--- config.mk ---
export PLATFORM = sky130hd
export DESIGN_NAME = systolic_skew_feeder
export DESIGN_NICKNAME = d
export VERILOG_FILES = /design/src/rtl/systolic_skew_feeder.sv
export SDC_FILE = /design/constraint.sdc
export NUM_CORES = 1
export LEC_CHECK = 0
export CAP_MARGIN = 20
export CELL_PAD_IN_SITES_DETAIL_PLACEMENT = 1
export CELL_PAD_IN_SITES_GLOBAL_PLACEMENT = 2
export CORE_MARGIN = 2
export CORE_UTILIZATION = 24
export DETAILED_ROUTE_END_ITERATION = 10
export PLACE_DENSITY = 0.83
export SLEW_MARGIN = 20
export SYNTH_ARGS = -nofsm -noshare
export SYNTH_HDL_FRONTEND = slang
export SYNTH_SLANG_ARGS = --single-unit
--- constraint.sdc ---
create_clock -name clock -period 1.1 [get_ports clock]
set_clock_uncertainty 0.1 [all_clocks]
set_input_delay 0.22 -clock clock [delete_from_list [all_inputs] [get_ports clock]]
set_output_delay 0.22 -clock clock [all_outputs]
set_load 0.02 [all_outputs]
--- src/rtl/systolic_skew_feeder.sv ---
// Skews A and B operand lanes into a diagonal wavefront for a systolic array.
// Lane k is delayed k+1 cycles; a FLUSH tail drains the longest chain before done.
module systolic_skew_feeder #(
   parameter int ROWS    = 2,
   parameter int COLUMNS = 2,
   parameter int WIDTH   = 8,
   parameter int DEPTH   = 4
) (
   input  logic                       clock,
   input  logic                       reset,
   input  logic                       in_valid,
   output logic                       in_ready,
   input  logic [ROWS*WIDTH-1:0]      in_a,
   input  logic [COLUMNS*WIDTH-1:0]   in_b,
   output logic [ROWS*WIDTH-1:0]      out_a,
   output logic [COLUMNS*WIDTH-1:0]   out_b,
   output logic                       out_valid,
   output logic                       busy,
   output logic                       done
);

   localparam int M  = ((ROWS > COLUMNS) ? ROWS : COLUMNS) - 1;
   localparam int CW = (DEPTH > 1) ? $clog2(DEPTH) : 1;
   localparam int FW = (M > 1) ? $clog2(M) : 1;
   localparam logic [CW-1:0] BEAT_LAST  = CW'(DEPTH - 1);
   localparam logic [FW-1:0] FLUSH_LAST = (M > 0) ? FW'(M - 1) : '0;

   localparam logic [1:0] IDLE   = 2'd0;
   localparam logic [1:0] STREAM = 2'd1;
   localparam logic [1:0] FLUSH  = 2'd2;
   localparam logic [1:0] DONE   = 2'd3;

   logic [1:0]    state_q, state_d;
   logic [CW-1:0] beat_cnt_q, beat_cnt_d;
   logic [FW-1:0] flush_cnt_q, flush_cnt_d;
   logic          accept;
   logic [ROWS-1:0]    a_tag;
   logic [COLUMNS-1:0] b_tag;

   // Handshake and status decode from state only, never from in_valid.
   assign in_ready  = (state_q == IDLE) || (state_q == STREAM);
   assign busy      = (state_q != IDLE);
   assign done      = (state_q == DONE);
   assign accept    = in_valid && in_ready;
   assign out_valid = |{a_tag, b_tag};

   always_comb begin
      // NOTE: every signal gets a default first so no path leaves it unassigned (no latch).
      state_d     = state_q;
      beat_cnt_d  = beat_cnt_q;
      flush_cnt_d = flush_cnt_q;
      case (state_q)
         IDLE, STREAM: begin
            if (accept) begin
               if (beat_cnt_q == BEAT_LAST) begin
                  beat_cnt_d  = '0;
                  flush_cnt_d = '0;
                  state_d     = (M > 0) ? FLUSH : DONE;
               end else begin
                  beat_cnt_d = beat_cnt_q + CW'(1);
                  state_d    = STREAM;
               end
            end
         end
         FLUSH: begin
            if (flush_cnt_q == FLUSH_LAST) state_d = DONE;
            else flush_cnt_d = flush_cnt_q + FW'(1);
         end
         default: state_d = IDLE;
      endcase
   end

   // NOTE: sequential state uses non-blocking assignments so all flops update together.
   always_ff @(posedge clock or negedge reset) begin
      if (!reset) begin
         state_q     <= IDLE;
         beat_cnt_q  <= '0;
         flush_cnt_q <= '0;
      end else begin
         state_q     <= state_d;
         beat_cnt_q  <= beat_cnt_d;
         flush_cnt_q <= flush_cnt_d;
      end
   end

   // Stage 0 loads zero with tag 0 when nothing is accepted, so untagged data always reads zero.
   for (genvar i = 0; i < ROWS; i++) begin : g_a
      logic [i:0][WIDTH-1:0] dat_q, dat_d;
      logic [i:0]            tag_q, tag_d;

      always_comb begin
         dat_d[0] = accept ? in_a[(i+1)*WIDTH-1 -: WIDTH] : '0;
         tag_d[0] = accept;
         for (int s = 1; s <= i; s++) begin
            dat_d[s] = dat_q[s-1];
            tag_d[s] = tag_q[s-1];
         end
      end

      // NOTE: the skew chains are plain flops, cleared on reset so an abandoned frame never leaks out.
      always_ff @(posedge clock or negedge reset) begin
         if (!reset) begin
            dat_q <= '0;
            tag_q <= '0;
         end else begin
            dat_q <= dat_d;
            tag_q <= tag_d;
         end
      end

      assign out_a[(i+1)*WIDTH-1 -: WIDTH] = dat_q[i];
      assign a_tag[i] = tag_q[i];
   end

   for (genvar j = 0; j < COLUMNS; j++) begin : g_b
      logic [j:0][WIDTH-1:0] dat_q, dat_d;
      logic [j:0]            tag_q, tag_d;

      always_comb begin
         dat_d[0] = accept ? in_b[(j+1)*WIDTH-1 -: WIDTH] : '0;
         tag_d[0] = accept;
         for (int s = 1; s <= j; s++) begin
            dat_d[s] = dat_q[s-1];
            tag_d[s] = tag_q[s-1];
         end
      end

      always_ff @(posedge clock or negedge reset) begin
         if (!reset) begin
            dat_q <= '0;
            tag_q <= '0;
         end else begin
            dat_q <= dat_d;
            tag_q <= tag_d;
         end
      end

      assign out_b[(j+1)*WIDTH-1 -: WIDTH] = dat_q[j];
      assign b_tag[j] = tag_q[j];
   end

endmodule

==> impl_metrics.yaml, run 1 <==
power:
  switchingPower_w: 0.00149
  ir_worst_vdd_v: 0.000550
  switching_share: 0.284
  seq_power_share: 0.470
  p_leak_nw: 1.32
  p_int_w: 0.00376
  p_clk_frac: 0.204
  combPwrFrac: 0.326
  total_power_w: 0.00525
  pwr_density_cell_nw_per_um2: 1900
global_routing:
  grt_pass1_wl_microns: 5690
  grt_start_max_net_pins: 55
  grt_pass1_vias: 1185
  track_usage: 0.0976
  grt_antenna_before_repair: 0
  overflow: 0
clocking:
  cts.clk_slew.worst_paths_ns: 0.09
  numCtsBuffers: 5
  cts_tree: "done"
  clk_path_buf_depth: 2
  ctsHtreeMaxLevel: 2
  cts_sinks: 54
  root_buffer: "clkbuf_8"
  clk_latency_ns: 0.30
place:
  detailedPlace.worstSlack_ns: -0.473
  placed_area_sq_um: 2550
  gp_congestion: 0.657
  dp_hpwl_microns: 2420
  port_buffers: 70
sta:
  min_period_over_period: 1.27
  fin_crit_ns: 1.39
  setup_violations: 72
  slew_headroom: 0.802
  tightest_slew_ns: 0.297
  hold_ws_ns: 0.257
  max_freq_mhz: 718
  slew_viol_final: 0
  rsz0062_at_grt: "true"
  final.setup.worst_slack_ns: -0.293
  finalSetupTns_ns: -10.09
  hold_viol: 0
yosys:
  synth.yosys.seq_area_share: 0.796
  post_synth_inst_count: 103
  synth-seq-cells: 54
  synth_warnings: 0
  postSynthAreaPerCell_sq_um: 16.5
  synth_area_sq_um: 1700
  synth_cell_type_count: 13
  syn_nets: 139
  yosys.area.top_type_share: 0.796
  synth_area_leader_cell: "dfrtp_1"
  yosys-top-cells-area: "dfrtp_1 (80%), and2_1 (12%), buf_6 (2.7%)"
die:
  boundaryPins: 71
  fp.dieH_microns: 88.1
  core-area_sq_um: 6830
  rows: 30
  die-area_sq_um: 7760
  die_width_microns: 88.1
  start_util: 0.249
setup_path:
  slowest_delay_ns: 0.41
  critical_path_arrival_ns: 1.07
  crit_fanout: 3
  path_class: "reg2out"
  cp.required_ns: 0.78
  path_delay_family: "flip-flops"
  cp.buffers_inverters: 1
  end_kind: "primary output"
  start_kind: "flop"
  path_cells: "or2_4 -> buf_6"
  crit_slowest_cell: "dfrtp_1"
route:
  drc: 0
  vias_per_cell: 3.65
  drtIter0Drc: 29
  drtPass1Iterations: 4
  vias: 1048
  final_antenna_net_count: 0
  wl_per_cell_microns: 12.1
  routed_wl_microns: 3480
cells_and_area:
  fin_nets: 226
  antennaDiodeCount: 0
  final_area_sq_um: 2760
  area_delta_synth_final_pct: 62.6
  final_layout_size_suffix_gt1_frac: 0.361
status:
  status: "finished, violations left"
  violations: "setup timing"
worst_hold_path:
  hold_class: "reg2reg"
job:
  cap_viol_max_count: 0
==> power by group through the flow <==
stage / logic [W] / registers (W) / clock network [W]
floorplan: 0.000515 / 0.00267 / 0
global placement: 0.00148 / 0.00245 / 0
detailed placement: 0.00152 / 0.00247 / 0
CTS: 0.00170 / 0.00247 / 0.00115
global route: 0.00186 / 0.00251 / 0.00121
finish: 0.00171 / 0.00247 / 0.00107
==> worst register-to-register path: stages (launching register included) <==
cell and delay [ns]:
dfrtp_1 0.41, buf_6 0.14, buf_6 0.11, nor2b_4 0.20, mux2_4 0.32
==> cell usage after synthesis <==
cell	number
ha_1	1
nor2b_2	1
and2_1	33
dfrtp_1	54
nand2_1	1
mux2_4	2
nor2_1	1
or2_2	2
a21oi_1	1
inv_1	1
buf_6	4
mux2i_1	1
o21ai_0	1
==> cells in the final DEF (no fill, tap or decap), drive strengths merged <==
cell,count
mux2i,1
dlygate4sd3,1
nand2,1
o21ai,1
buf,50
a21oi,1
nor2b,1
clkinv,2
dfrtp,54
mux2,2
ha,1
and2,33
inv,1
or2,2
nor2,1
clkbuf,6
clkdlybuf4s50,33
==> layer usage <==
layer	GRT usage	wire (microns)	share of wire
met5	0	0	0
met4	0.0455	65	0.019
met3	0.0358	252	0.072
met2	0.165	1790	0.51
met1	0.110	1380	0.40
==> registers in the layout, summed over array words and instances (netlist names), 2 cells and up <==
register	count
g_b.dat_d	8
beat_cnt_q	2
state_q	2
g_a.dat_d	8
g_a.dat_q	8
g_b.dat_q	8
out_b	8
out_a	8
==> metrics by stage <==
stage,instances,utilization
final,287,0.404
after CTS,286,0.401
after global placement,274,0.373
after global routing,287,0.404
after floorplan,103,-
after detailed placement,274,0.373
==> area by class of cell <==
class,instances,area (sq um)
Inverter,1,6.26
Clock buffer,6,72.6
Timing Repair Buffer,84,873
Tap cell,96,120
Clock inverter,2,13.8
Fill cell,727,4070
Sequential cell,54,1350
Multi-Input combinational cell,44,324
==> path summary, 6_finish.rpt <==
| kind | to | slack (ns) | start | depth (start not counted) |
|---|---|---|---|---|
| worst max-delay path | busy | -0.29 | state_q[1] | 2 |
| worst min-delay path | out_b[14] | 0.26 | g_b[1].dat_d[14] | 0 |
| worst max register to register | beat_cnt_q[0] | -0.29 | state_q[1] | 4 |
| worst min register to register | out_b[14] | 0.26 | g_b[1].dat_d[14] | 0 |
| max in group asynchronous | g_b[0].dat_q[7] | 0.31 | reset | 3 |
| min in group asynchronous | out_b[8] | 0.33 | reset | 3 |
==> cells by family after synthesis <==
family	Yosys count	synth area share
buf+inv	5	0.0287
fa+ha+maj	1	0.00737
compound gates	2	0.00589
flops	54	0.796
simple gates	38	0.139
mux	3	0.0236
==> timing repair <==
item,in CTS,in global routing
setup buffers,2,1
endpoints found under the hold margin,54,0
pin swaps,4,4
gates cloned,1,0
endpoints found under the setup margin,72,73
resized for setup,226,6
hold buffers,1,0
Power figures use the tool's default switching activity.
==> run 2, diff against run 1 <==
- SLEW_MARGIN: 20 -> 10
==> results of run 2 <==
The final DEF is identical to that of run 1; final timing and power are the same.
